<file path="src/rtl/noc_credit_pkg.sv">
// Shared defaults for the per-VC credit counter and a helper for its width.
package noc_credit_pkg;

  localparam int DEFAULT_NUM_VC      = 4;
  localparam int DEFAULT_MAX_CREDITS = 4;

  // Bits needed to hold every count from 0 up to and including max_credits.
  function automatic int calc_cw(input int max_credits);
    return $clog2(max_credits + 1);
  endfunction

endpackage

</file>
<file path="src/rtl/credit_counter_slice.sv">
// One virtual channel: saturating credit count plus sticky over/underflow flags.
module credit_counter_slice import noc_credit_pkg::*; #(
  parameter int MAX_CREDITS = DEFAULT_MAX_CREDITS,
  parameter int CW          = calc_cw(MAX_CREDITS)
) (
  input  logic          clk,
  input  logic          rst,
  input  logic          incr_i,
  input  logic          decr_i,
  input  logic          err_clr_i,
  output logic [CW-1:0] cnt_o,
  output logic          overflow_o,
  output logic          underflow_o
);

  localparam logic [CW-1:0] MAX_CNT = CW'(MAX_CREDITS);

  logic [CW-1:0] cnt_d, cnt_q;
  logic          ovf_d, ovf_q;
  logic          unf_d, unf_q;

  // Next count and flags; incr and decr together cancel, a new error beats a clear.
  always_comb begin
    cnt_d = cnt_q;
    ovf_d = err_clr_i ? 1'b0 : ovf_q;
    unf_d = err_clr_i ? 1'b0 : unf_q;
    if (incr_i && !decr_i) begin
      if (cnt_q == MAX_CNT) ovf_d = 1'b1;
      else                  cnt_d = cnt_q + CW'(1);
    end else if (decr_i && !incr_i) begin
      if (cnt_q == '0) unf_d = 1'b1;
      else             cnt_d = cnt_q - CW'(1);
    end
  end

  // Registers; reset refills the channel to full credit and clears flags.
  always_ff @(posedge clk) begin
    if (rst) begin
      cnt_q <= MAX_CNT;
      ovf_q <= 1'b0;
      unf_q <= 1'b0;
    end else begin
      cnt_q <= cnt_d;
      ovf_q <= ovf_d;
      unf_q <= unf_d;
    end
  end

  assign cnt_o       = cnt_q;
  assign overflow_o  = ovf_q;
  assign underflow_o = unf_q;

endmodule

</file>
<file path="src/rtl/credit_counter_mvc.sv">
// Multi-VC credit counter: one independent slice per virtual channel.
module credit_counter_mvc import noc_credit_pkg::*; #(
  parameter int NUM_VC      = DEFAULT_NUM_VC,
  parameter int MAX_CREDITS = DEFAULT_MAX_CREDITS,
  localparam int CW         = $clog2(MAX_CREDITS + 1)
) (
  input  logic                 clk,
  input  logic                 rst,
  input  logic [NUM_VC-1:0]    incr_i,
  input  logic [NUM_VC-1:0]    decr_i,
  input  logic                 err_clr_i,
  output logic [NUM_VC-1:0]    credit_en_o,
  output logic [NUM_VC*CW-1:0] credit_cnt_o,
  output logic                 any_credit_o,
  output logic [NUM_VC-1:0]    overflow_o,
  output logic [NUM_VC-1:0]    underflow_o
);

  for (genvar v = 0; v < NUM_VC; v++) begin : g_vc
    logic [CW-1:0] cnt;

    credit_counter_slice #(
      .MAX_CREDITS (MAX_CREDITS),
      .CW          (CW)
    ) u_slice (
      .clk         (clk),
      .rst         (rst),
      .incr_i      (incr_i[v]),
      .decr_i      (decr_i[v]),
      .err_clr_i   (err_clr_i),
      .cnt_o       (cnt),
      .overflow_o  (overflow_o[v]),
      .underflow_o (underflow_o[v])
    );

    assign credit_cnt_o[v*CW +: CW] = cnt;
    assign credit_en_o[v]           = (cnt != '0);
  end

  assign any_credit_o = |credit_en_o;

endmodule

</file>
<file path="config.mk">
export PLATFORM = sky130hd
export DESIGN_NAME = credit_counter_mvc
export DESIGN_NICKNAME = d
export VERILOG_FILES = /design/src/rtl/noc_credit_pkg.sv /design/src/rtl/credit_counter_slice.sv /design/src/rtl/credit_counter_mvc.sv
export SDC_FILE = /design/constraint.sdc
export NUM_CORES = 1
export LEC_CHECK = 0
export ABC_AREA = 1
export BUFFER_PORTS_ARGS = -buffer_cell sky130_fd_sc_hd__buf_2
export CORE_ASPECT_RATIO = 0.6
export CORE_MARGIN = 10
export CORE_UTILIZATION = 42
export DETAILED_ROUTE_END_ITERATION = 12
export HOLD_SLACK_MARGIN = 0.02
export PLACE_DENSITY = 0.65
export SYNTH_ARGS = -nofsm -noshare
export SYNTH_HDL_FRONTEND = slang
export SYNTH_HIERARCHICAL = 1
export SYNTH_SLANG_ARGS = --single-unit
</file>
<file path="constraint.sdc">
create_clock -name clk -period 1.93 [get_ports clk]
set_input_delay 0.579 -clock clk [delete_from_list [all_inputs] [get_ports clk]]
set_output_delay 0.579 -clock clk [all_outputs]
set_load 0.05 [all_outputs]
</file>
* After elaboration in Yosys (flattened, before gate mapping)
Cells that the tools add are included.
** Cells by class
- Reduce and logical (&&, ||, !) cells :: 33
- Muxes and demuxes :: 44
- $add $sub $neg :: 8
- Equal/unequal tests :: 12
** Operators by type and width (count)
- two-way mux 3 bit :: 16
- two-way mux 1 bit :: 28
- adder 3 x 1 -> 3 bit, second input constant :: 4
- equality test 3 bit, second input constant :: 4
- logical NOT 3 bit :: 4
- AND reduction 3 bit :: 4
- nonzero test 3 bit :: 4
- subtractor 3 x 1 -> 3 bit, second input constant :: 4
- logical AND 1 bit :: 8
- logical NOT 1 bit :: 8
- inequality test 2 x 1 -> 1 bit, second input constant :: 4
- inequality test 2 bit, second input constant :: 4
- nonzero test 2 bit :: 4
- OR reduction 4 bit :: 1
** Word-level totals
- Input bits :: 11
- Register bits :: 20

* Logic depth before layout (Yosys ltp)
Gate-level depths: netlist of run 1.
- Word-level depth :: 4
- Mapped depth :: 10
- Depth with buffers taken out :: 10

* Cells and area by module
Netlist of run 1, hierarchy kept.
** By module, submodules not included
- credit_counter_slice :: area each 342.8 um^2, sequential area each 100.1 um^2, times used 4, cells an instance 52
- credit_counter_mvc :: area each 58.8 um^2, sequential area each 0.0 um^2, times used 1, cells an instance 15

* Worst setup path before layout of run 1
No wires, ideal clock.
- Path type :: register to output
- Start :: reg g_vc[1].u_slice.cnt_q[1]
- End :: out any_credit_o
- Stages on the path, launching flop included :: 5
- Setup slack :: -322 ps
- Arrival time :: 1673 ps
- Cells stage by stage :: dfxtp_1 -> nor2_1 -> nand2_1 -> nor2_1 -> nand2_1
** On the way
- Word-level cells in the longest chain between the ends :: 2
** Ends and longest elaborated chain
- start, declared :: RTL line credit_counter_slice.sv:18 : logic [CW-1:0] cnt_d, cnt_q;
- start signal, assigned :: RTL line credit_counter_slice.sv:43 : cnt_q <= cnt_d;
- nonzero test 3 bit :: RTL line credit_counter_mvc.sv:37 : assign credit_en_o[v] = (cnt != '0);
- net credit_en_o[1] :: RTL line credit_counter_mvc.sv:12 : output logic [NUM_VC-1:0] credit_en_o,
- OR reduction 4 bit :: RTL line credit_counter_mvc.sv:40 : assign any_credit_o = |credit_en_o;
- end, declared :: RTL line credit_counter_mvc.sv:14 : output logic any_credit_o,
The timed path passes the listed nets, and every way through them passes these cells.

* Final worst setup path of run 1
- Start :: reg g_vc[1].u_slice.cnt_q[1]
- End :: out any_credit_o
** On the way
- Word-level cells in the longest chain between the ends :: 2
** Ends and longest elaborated chain (RTL line)
- nonzero test 3 bit :: credit_counter_mvc.sv:37
- OR reduction 4 bit :: credit_counter_mvc.sv:40
Every way passes these cells.

==> results.txt, run 1 <==
Post-synth EDFFs: 0
via count: 1365
H-Tree Level Count: 1
Hold Crit Start: g_vc[1].u_slice/overflow_o
synthesized area: 1430 um^2
RD Place Congestion: 0.8260
RSZ-0062 raised after global routing: no
Hold WC Path Type: flop to flop
post-synth top area share: 0.2800
worst path required time: 1.35 ns
reg-to-reg startpoint: g_vc[0].u_slice/cnt_o[1]
io pins: 36
clk sinks: 20
Worst Reg-to-Reg Cells: 6
top-count cell post-synth: nand2_1
clk_lat worst skew: 0.26 ns
Die W: 95.34 um
count of cell types in the netlist: 14
Post-CTS Hold Fix Bufs: 0
leakage power: 0.0009947 uW
average cell area after synthesis: 6.413 um^2
number of port buffers: 35
antenna cells: 0
Post-synth top cells: nand2_1, inv_1, dfxtp_1
via/cell ratio: 4.461
wire length per cell: 10.32 um
die height: 65.20 um
fin util: 0.5295
P&R area growth vs syn: 20.82%
total wire length: 3159 um
Setup CP Type: flop to output pin
1st-iter DRT viols: 46
Clock Pin Slew Worst Setup and Hold Paths: 0.08 ns
critical path launch point type: flop
nature of the critical path endpoint: output pin
Slew Limit Fails: 0
WHS Path Cells: 2
Core Footprint: 3263 um^2
VDD IR max: 0.0004543 V
Gate Count Post-Synth: 223
initial antenna violation count: 0
Initial Util: 0.4383
top cells by area, synth: dfxtp_1, nand2_1, ha_1, inv_1, a21oi_1
clock skew: 0.009651 ns
detailed placement HPWL: 2635 um
# setup viols final: 0
hold_ws: 0.4619 ns
clock tree buffer depth: 2
worst slew pin tran: 0.2630 ns
share of layout cells above drive strength 1: 0.3027
Max Used Layer: met4
pin count of the biggest net entering global routing: 13
crit path launch: g_vc[1].u_slice/cnt_o[1]
Synth area leader: dfxtp_1
Rows: 16
Synth Register Bits: 20
number of remaining DRC errors: 0
fraction of registers with async set/reset: 0
CTS Root Cell: clkbuf_8
die area: 6216 um^2
setup bufs post-CTS: 0
crit path DAT: 1.23 ns
total power: 1623 uW
fillers: 336
TritonCTS clock tree: done
met3 routed WL: 213 um
fin nets: 290
Max-slew headroom: 0.8259
vias in the first global route: 1232
minimum clock period after layout: 1.811 ns
period utilization: 0.9384
first-pass GRT wire length: 5340 um
outcome: finished clean
Syn Nets: 250
Top FF cell, synth: dfxtp_1
TritonCTS Buffers: 3
met2 WL: 1268 um
synth warn: 6
global-route total usage across every layer: 0.1036
Routed Antenna Nets: 0
setup TNS: 0 ns
Max Cap Violations: 0
Max Fanout on Critical Path: 7
Achievable Freq: 0.5521 GHz
final hold violations: 0
met1 WL: 1654 um
PwrDens: 939.5 nW/um^2
drt first pass iters: 4
Seq/Total Area, Yosys: 0.2800
grt ovf: 0
flip-flops by register name, summed over array words and instances (netlist names):
signal,flops
g_vc.u_slice/underflow_o,4
g_vc.u_slice/overflow_o,4
g_vc.u_slice/cnt_o,12
where the power goes:
part	leakage (uW)	internal, uW	switching (uW)
Combinational	0.000807	234	541
Sequential	0.000166	481	95.1
Clock	0.0000216	139	134
Total	0.000995	854	770
final timing paths:
kind                                                    to  slack, ns
worst max-delay path                          any_credit_o       0.12
worst min-delay path            g_vc[1].u_slice/overflow_o       0.46
worst max register to register    g_vc[0].u_slice/cnt_o[1]       0.81
worst min register to register  g_vc[1].u_slice/overflow_o       0.46
cells by family (layout without fill, tap and decap cells):
kind of cell             Yosys count  in the layout  share of synthesized area
adder cells (fa/ha/maj)           16             16                     0.1400
AND/OR/NAND/NOR                  111            111                     0.3491
AO/OA/AOI/OAI                     20             20                    0.06999
XOR/XNOR                           4              4                    0.02449
buffers and inverters             52             90                     0.1365
flip-flops                        20             20                     0.2800
timing repair:
action,4_1_cts,5_1_grt
endpoints found under the setup margin,0,1
hold endpoints to repair,0,0
resized for setup,0,1
worst max-delay path: stages (launching register included):
cell,delay (ns)
dfxtp_2,0.37
nor2_1,0.14
nand2_2,0.07
nor2_2,0.13
nand2_1,0.05
buf_2,0.20
placed cells by master, fill, tap and decap left out, drive strengths merged:
| cell type | n |
|---|---|
| xnor2 | 4 |
| buf | 35 |
| ha | 16 |
| o21ai | 4 |
| dfxtp | 20 |
| clkbuf | 3 |
| nand3 | 16 |
| nand4 | 4 |
| inv | 52 |
| nand2 | 73 |
| nor2 | 18 |
| a21oi | 16 |
through the flow:
| stage | cells | setup slack (ns) | cell area, um^2 |
|---|---|---|---|
| after floorplan | 223 | 0.04381 | 1453 |
| after global placement | 303 | 0.1981 | 1684 |
| after detailed placement | 303 | 0.2113 | 1684 |
| after CTS | 306 | 0.04919 | 1725 |
| after global routing | 306 | 0.002926 | 1728 |
| final | 306 | 0.1188 | 1728 |
area by class of cell:
cell class	instances	area [um^2]	area share
Sequential cell	20	415.4	0.2404
Tap cell	45	56.30	0.03259
Inverter	52	195.2	0.1130
Clock buffer	3	41.29	0.02390
Timing Repair Buffer	35	175.2	0.1014
Multi-Input combinational cell	151	844.6	0.4888
layer usage:
| layer | vias to the layer above | GRT usage |
|---|---|---|
| met5 | - | 0 |
| met4 | 0 | 0.02230 |
| met3 | 4 | 0.03968 |
| met2 | 24 | 0.1602 |
| met1 | 586 | 0.1331 |
| li1 | 751 | - |
Note: power is estimated with default switching activity, not from simulation.
==> run 2, diff against run 1 <==
- PLACE_DENSITY: 0.65 -> 0.67
- SYNTH_HIERARCHICAL: 1 -> unset
==> run 2 against run 1 <==
First-iteration DRC count up 89%. Clock power up 56%. Largest power group unchanged. Sequential power down 9.5%. Highest routed layer unchanged.
==> results.txt, run 2 <==
outcome: finished clean
Max Fanout on Critical Path: 5 (-2)
flop-to-flop setup slack: 0.64 ns (-0.17 ns)
Initial Util: 0.4446 (+0.006322)
crit path DAT: 1.28 ns (+0.05 ns)
Routed Antenna Nets: 0 (unchanged)
wire length per cell: 11.32 um (+9.7%)
detailed placement HPWL: 2552 um (-3.2%)
fraction of registers with async set/reset: 0 (unchanged)
post-synth top area share: 0.3116 (+0.03162)
1st-iter DRT viols: 87 (+89%)
reg-to-reg startpoint: g_vc[1].u_slice.cnt_o[1]
minimum clock period after layout: 1.861 ns (+0.04939 ns)
Max Cap Violations: 0 (unchanged)
leakage power: 0.0008583 uW (-14%)
total power: 1550 uW (-4.5%)
top-count cell post-synth: nand2_1
area of the multi-input gates: 724.4 um^2 (-14%)
nature of the critical path endpoint: output pin
WHS Path Cells: 2 (unchanged)
critical path launch point type: flop
clk sinks: 20 (unchanged)
pre-CTS setup slack: 0.2301 ns (+0.01877 ns)
most frequent cells in the layout: nand2_1, buf_2, inv_1
Hold WC Path Type: flop to flop
number of port buffers: 35 (unchanged)
vias in the first global route: 1209 (-1.9%)
Post-synth EDFFs: 0 (unchanged)
clk_lat worst skew: 0.26 ns (about the same)
Hold Crit Start: g_vc[2].u_slice.overflow_o
Setup CP Type: flop to output pin
synthesized area: 1285 um^2 (-10%)
count of cell types in the netlist: 19 (+5)
RSZ-0062 raised after global routing: no
initial antenna violation count: 0 (unchanged)
TritonCTS clock tree: done
Synth Register Bits: 20 (unchanged)
antenna cells: 0 (unchanged)
via count: 1256 (-8.0%)
global-route total usage across every layer: 0.1152 (+0.01167)
top cells by area, synth: dfxtp_1, nand2_1, inv_1, nor2_1, nand3_1
clock tree buffer depth: 2 (unchanged)
setup TNS: 0 ns (unchanged)
worst slew pin tran: 0.3864 ns (+0.1234 ns)
VDD IR max: 0.0006153 V (+35%)
average cell area after synthesis: 6.268 um^2 (-2.3%)
Gate Count Post-Synth: 205 (-8.1%)
Non-Filler Instances: 276 (-9.8%)
P&R area growth vs syn: 22.69%
Top FF cell, synth: dfxtp_1
synth warn: 0 (-6)
Core Footprint: 2890 um^2 (-11%)
grt ovf: 0 (unchanged)
max reg flops: 12 (unchanged)
hold_ws: 0.4698 ns (+0.007901 ns)
Rows: 15 (-1)
reg2reg end: g_vc[1].u_slice.cnt_o[2]
Max-slew headroom: 0.7421 (-0.08379)
total wire length: 3125 um (-1.1%)
share of layout cells above drive strength 1: 0.3120 (+0.009284)
Clock Pin Slew Worst Setup and Hold Paths: 0.08 ns (about the same)
io pins: 36 (unchanged)
via/cell ratio: 4.551 (+2.0%)
# setup viols final: 0 (unchanged)
Synth area leader: dfxtp_1
first-pass GRT wire length: 5637 um (+5.6%)
Die W: 91.41 um (-4.1%)
CTS Root Cell: clkbuf_8
TritonCTS Buffers: 3 (unchanged)
Post-CTS Hold Fix Bufs: 0 (unchanged)
WHS Endpoint: g_vc[2].u_slice.overflow_o
Slew Limit Fails: 0 (unchanged)
Achievable Freq: 0.5375 GHz (-2.7%)
fillers: 325 (-3.3%)
number of remaining DRC errors: 0 (unchanged)
worst path required time: 1.35 ns (about the same)
Post-synth top cells: nand2_1, inv_1, nor2_1
placed insts: 272 (-10%)
worst setup slack after layout: 0.06943 ns (-0.04939 ns)
period utilization: 0.9640 (+0.02559)
Worst Reg-to-Reg Cells: 8 (+2)
die area: 5745 um^2 (-7.6%)
FF/Latch Area: 415.4 um^2 (unchanged)
commonest non-fill, non-tap cell in the layout: nand2_1
Seq/Total Area, Yosys: 0.3116 (+0.03162)
fin nets: 250 (-14%)
drt first pass iters: 4 (unchanged)
H-Tree Level Count: 1 (unchanged)
die height: 62.85 um (-3.6%)
clock skew: 0.002801 ns (-0.006850 ns)
Syn Nets: 220 (-12%)
PwrDens: 983.0 nW/um^2 (+4.6%)
setup bufs post-CTS: 0 (unchanged)
final hold violations: 0 (unchanged)
RD Place Congestion: 0.7799 (-5.6%)
pin count of the biggest net entering global routing: 13 (unchanged)
==> run 2: cell types whose count changed after synthesis, sizes merged, moves of 2 or more <==
cell   change
nor2      +11
buf        +9
ha        -12
nand2     -17
nand3      +2
inv       -16
xor2       +3
a21oi      -4
xnor2      -3
o21ai      +8
==> run 2: where the power goes <==
group	total (uW)	internal (uW)	switching [uW]
combinational	603	167	436
sequential	521	467	54.1
clock	426	277	149
==> run 2: layout make-up <==
cell class,instances,area share
timing repair buffer,35,0.1127
inverter,36,0.08571
multi-input combinational,139,0.4595
clock buffer,3,0.02619
tap,42,0.03333
sequential,20,0.2635
clock inverter,1,0.01905
==> run 2: repair_timing <==
| item | in CTS | in global routing |
|---|---|---|
| setup endpoints to repair | 0 | 1 |
| endpoints found under the hold margin | 0 | 0 |
| resized for setup | 0 | 2 |
==> run 2: worst max path at each step <==
stage	from	to	slack (ns)	cells past startpoint
2_1_floorplan	g_vc[2].u_slice.cnt_o[2]	any_credit_o	0.003	4
3_3_place_gp	decr_i[3]	g_vc[3].u_slice.cnt_o[2]	0.27	12
3_5_place_dp	decr_i[3]	g_vc[3].u_slice.cnt_o[2]	0.23	12
4_1_cts	g_vc[3].u_slice.cnt_o[2]	any_credit_o	0.07	5
5_1_grt	g_vc[0].u_slice.cnt_o[0]	any_credit_o	0.01	5
6_report	g_vc[3].u_slice.cnt_o[0]	any_credit_o	0.07	5
==> run 2: worst max-delay path, cell delays in order, from the launching register on <==
cell	delay, ns
dfxtp_2	0.36
nor2_4	0.16
nand2_4	0.06
inv_1	0.08
nand4_1	0.12
clkbuf_4	0.23
==> run 2: kinds of logic (layout without fill, tap and decap cells) <==
| kind of cell | Yosys count | count (layout) | share of synthesized area |
|---|---|---|---|
| flops | 20 | 20 | 0.3116 |
| simple gates | 107 | 107 | 0.3671 |
| xor+xnor | 4 | 4 | 0.02727 |
| fa+ha+maj | 4 | 4 | 0.03895 |
| compound gates | 24 | 24 | 0.09347 |
| buf+inv | 46 | 75 | 0.1616 |
==> run 2: through the flow <==
stage,utilization,cell area (um^2)
floorplan,-,1348
global placement,0.5199,1503
detailed placement,0.5199,1503
CTS,0.5446,1574
global route,0.5455,1577
finish,0.5455,1577
==> run 2: metal layers <==
metal | track usage | routed length, um | vias up
met5 | 0 | 0 | -
met4 | 0.01751 | 17 | 0
met3 | 0.04077 | 209 | 2
met2 | 0.1572 | 1169 | 35
met1 | 0.1673 | 1728 | 529
li1 | - | - | 690
==> run 3, diff against run 2 <==
- ABC_AREA: 1 -> unset
- PLACE_DENSITY: 0.67 -> 0.68
==> run 3 against run 2 <==
The flow now finishes with violations (negative setup slack). First-iteration DRC count shrank 37%. Flip-flop and latch count is the same. Final cell count shrank 19%. Maximum frequency shrank 17%. Sequential share of layout area is essentially flat. Sequential power shrank 6.3%.
==> results.txt, run 3 <==
outcome: finished, violations left
failing checks: negative setup slack
grt ovf: 0 (unchanged)
global-route total usage across every layer: 0.1182 (+0.003001)
commonest non-fill, non-tap cell in the layout: buf_2
nature of the critical path endpoint: output pin
via count: 1176 (-6.4%)
Die W: 88.03 um (-3.7%)
synth warn: 0 (unchanged)
synthesized area: 1166 um^2 (-9.3%)
Max-slew headroom: 0.7460 (+0.003849)
1st-iter DRT viols: 55 (-37%)
via/cell ratio: 5.250 (+15%)
fraction of registers with async set/reset: 0 (unchanged)
# setup viols final: 1 (+1)
minimum clock period after layout: 2.240 ns (+0.3799 ns)
Post-synth top cells: nor2_1, dfxtp_1, buf_4, nand2_1, xnor2_1
Rows: 14 (-1)
Post-synth EDFFs: 0 (unchanged)
setup bufs post-CTS: 0 (unchanged)
P&R area growth vs syn: 36.59%
share of layout cells above drive strength 1: 0.4479 (+0.1360)
clock tree buffer depth: 2 (unchanged)
Crit-path slowest cell: or4_4
H-Tree Level Count: 1 (unchanged)
clk sinks: 20 (unchanged)
total wire length: 3219 um (+3.0%)
Setup CP Type: flop to output pin
Top FF cell, synth: dfxtp_1
leakage power: 0.0006914 uW (-19%)
detailed placement HPWL: 2569 um (+0.68%)
Non-Filler Instances: 224 (-19%)
period utilization: 1.161 (+0.1968)
initial antenna violation count: 0 (unchanged)
most frequent cells in the layout: buf_2, buf_4, nor2_1
TritonCTS Buffers: 3 (unchanged)
number of port buffers: 35 (unchanged)
RD Place Congestion: 0.8892 (+14%)
worst setup slack after layout: -0.3105 ns (-0.3799 ns)
fin nets: 208 (-17%)
number of remaining DRC errors: 0 (unchanged)
Clock Pin Slew Worst Setup and Hold Paths: 0.08 ns (about the same)
Max stage delay on crit path: 0.52 ns (+0.16 ns)
Gate Count Post-Synth: 139 (-32%)
Slew Limit Fails: 0 (unchanged)
clk_lat worst skew: 0.26 ns (about the same)
worst path required time: 1.35 ns (about the same)
count of cell types in the netlist: 35 (+16)
PwrDens: 910.9 nW/um^2 (-7.3%)
post-synth top area share: 0.3433 (+0.03176)
first-pass GRT wire length: 5168 um (-8.3%)
Achievable Freq: 0.4463 GHz (-17%)
antenna cells: 0 (unchanged)
CP Cell Sequence: or3_4, or4_4, buf_8
placed insts: 220 (-19%)
Synth Register Bits: 20 (unchanged)
critical path launch point type: flop
max reg flops: 12 (unchanged)
drt first pass iters: 6 (+2)
pre-CTS setup slack: -0.08216 ns (-0.3122 ns)
Hold WC Path Type: flop to flop
die area: 5353 um^2 (-6.8%)
Syn Nets: 154 (-30%)
worst slew pin tran: 0.3811 ns (-0.005347 ns)
Post-CTS Hold Fix Bufs: 0 (unchanged)
pin count of the biggest net entering global routing: 21 (+8)
vias in the first global route: 1147 (-5.1%)
Max Cap Violations: 0 (unchanged)
Synth area leader: dfxtp_1
average cell area after synthesis: 8.389 um^2 (+34%)
Seq/Total Area, Yosys: 0.3433 (+0.03176)
TritonCTS clock tree: done
VDD IR max: 0.0006168 V (+0.25%)
fillers: 240 (-26%)
top-count cell post-synth: nor2_1
Initial Util: 0.4529 (+0.008278)
clock skew: 0.008156 ns (+0.005355 ns)
final hold violations: 0 (unchanged)
CTS Root Cell: clkbuf_8
Max Fanout on Critical Path: 2 (-3)
io pins: 36 (unchanged)
top cells by area, synth: dfxtp_1, nor2_1, xnor2_1, buf_4, ha_1
Routed Antenna Nets: 0 (unchanged)
RSZ-0062 raised after global routing: yes
Core Footprint: 2575 um^2 (-11%)
crit path DAT: 1.66 ns (+0.38 ns)
wire length per cell: 14.37 um (+27%)
die height: 60.82 um (-3.2%)
==> run 3: layout make-up <==
| class | count | area, um^2 | share of cell area |
|---|---|---|---|
| Multi-Input combinational cell | 105 | 696.9 | 0.4375 |
| Sequential cell | 20 | 420.4 | 0.2639 |
| Timing Repair Buffer | 59 | 365.4 | 0.2294 |
| Clock buffer | 4 | 55.05 | 0.03456 |
| Tap cell | 32 | 40.04 | 0.02514 |
| Inverter | 4 | 15.01 | 0.009427 |
==> run 3: report_power, final <==
| group | leakage (uW) | switching [uW] | internal [uW] |
|---|---|---|---|
| sequential | 0.000166 | 23.7 | 464 |
| clock | 0.0000288 | 136 | 182 |
| combinational | 0.000497 | 409 | 237 |
| total | 0.000691 | 568 | 882 |
==> run 3: layer usage <==
layer  global-route usage  up-vias  share of wire
met5                    0        -              0
met3              0.04545        2          0.068
met4              0.02004        0         0.0034
met1               0.1386      549           0.46
li1                     -      595              -
met2               0.2056       30           0.47
==> run 3: worst paths after layout <==
| path | from | endpoint | slack [ns] | depth (start not counted) |
|---|---|---|---|---|
| setup reg to reg | g_vc[0].u_slice.cnt_o[1] | g_vc[0].u_slice.cnt_o[2] | 0.33 | 6 |
| hold reg to reg | g_vc[3].u_slice.underflow_o | g_vc[3].u_slice.underflow_o | 0.49 | 2 |
| setup / recovery | g_vc[3].u_slice.cnt_o[0] | any_credit_o | -0.31 | 3 |
| hold / removal | g_vc[3].u_slice.underflow_o | g_vc[3].u_slice.underflow_o | 0.49 | 2 |
==> run 3: stage by stage <==
| step | util | cell area (um^2) | power (uW) | hold WS, ns | TNS (ns) |
|---|---|---|---|---|---|
| 3_5_place_dp | 0.5933 | 1528 | 1143 | 0.4757 | -0.1163 |
| 6_report | 0.6186 | 1593 | 1451 | 0.4895 | -0.3105 |
| 4_1_cts | 0.6186 | 1593 | 1456 | 0.4959 | -0.3115 |
| 2_1_floorplan | - | 1200 | 947.3 | 0.4550 | -0.1993 |
| 5_1_grt | 0.6186 | 1593 | 1529 | 0.5244 | -0.3400 |
| 3_3_place_gp | 0.5933 | 1528 | 1121 | 0.4653 | -0.07889 |
==> run 3: kinds of logic (layout without fill, tap and decap cells) <==
logic type | count (synthesis) | after routing | synth area share
compound gates | 31 | 31 | 0.1932
xor+xnor | 12 | 12 | 0.09013
fa+ha+maj | 4 | 4 | 0.04292
buf+inv | 14 | 67 | 0.07082
flops | 20 | 20 | 0.3433
mux | 1 | 1 | 0.008584
simple gates | 57 | 57 | 0.2511
==> run 3: critical path: cells and delay by family, from the launching register on <==
kind | cells | cell delay (ns)
DFF | 1 | 0.33
and+or+nand+nor | 2 | 0.90
buffers and inverters | 1 | 0.17
==> run 3: what timing repair did <==
action / 4_1_cts / 5_1_grt
endpoints found under the setup margin: 1 / 1
resized for setup: 3 / 0
pin swaps: 2 / 0
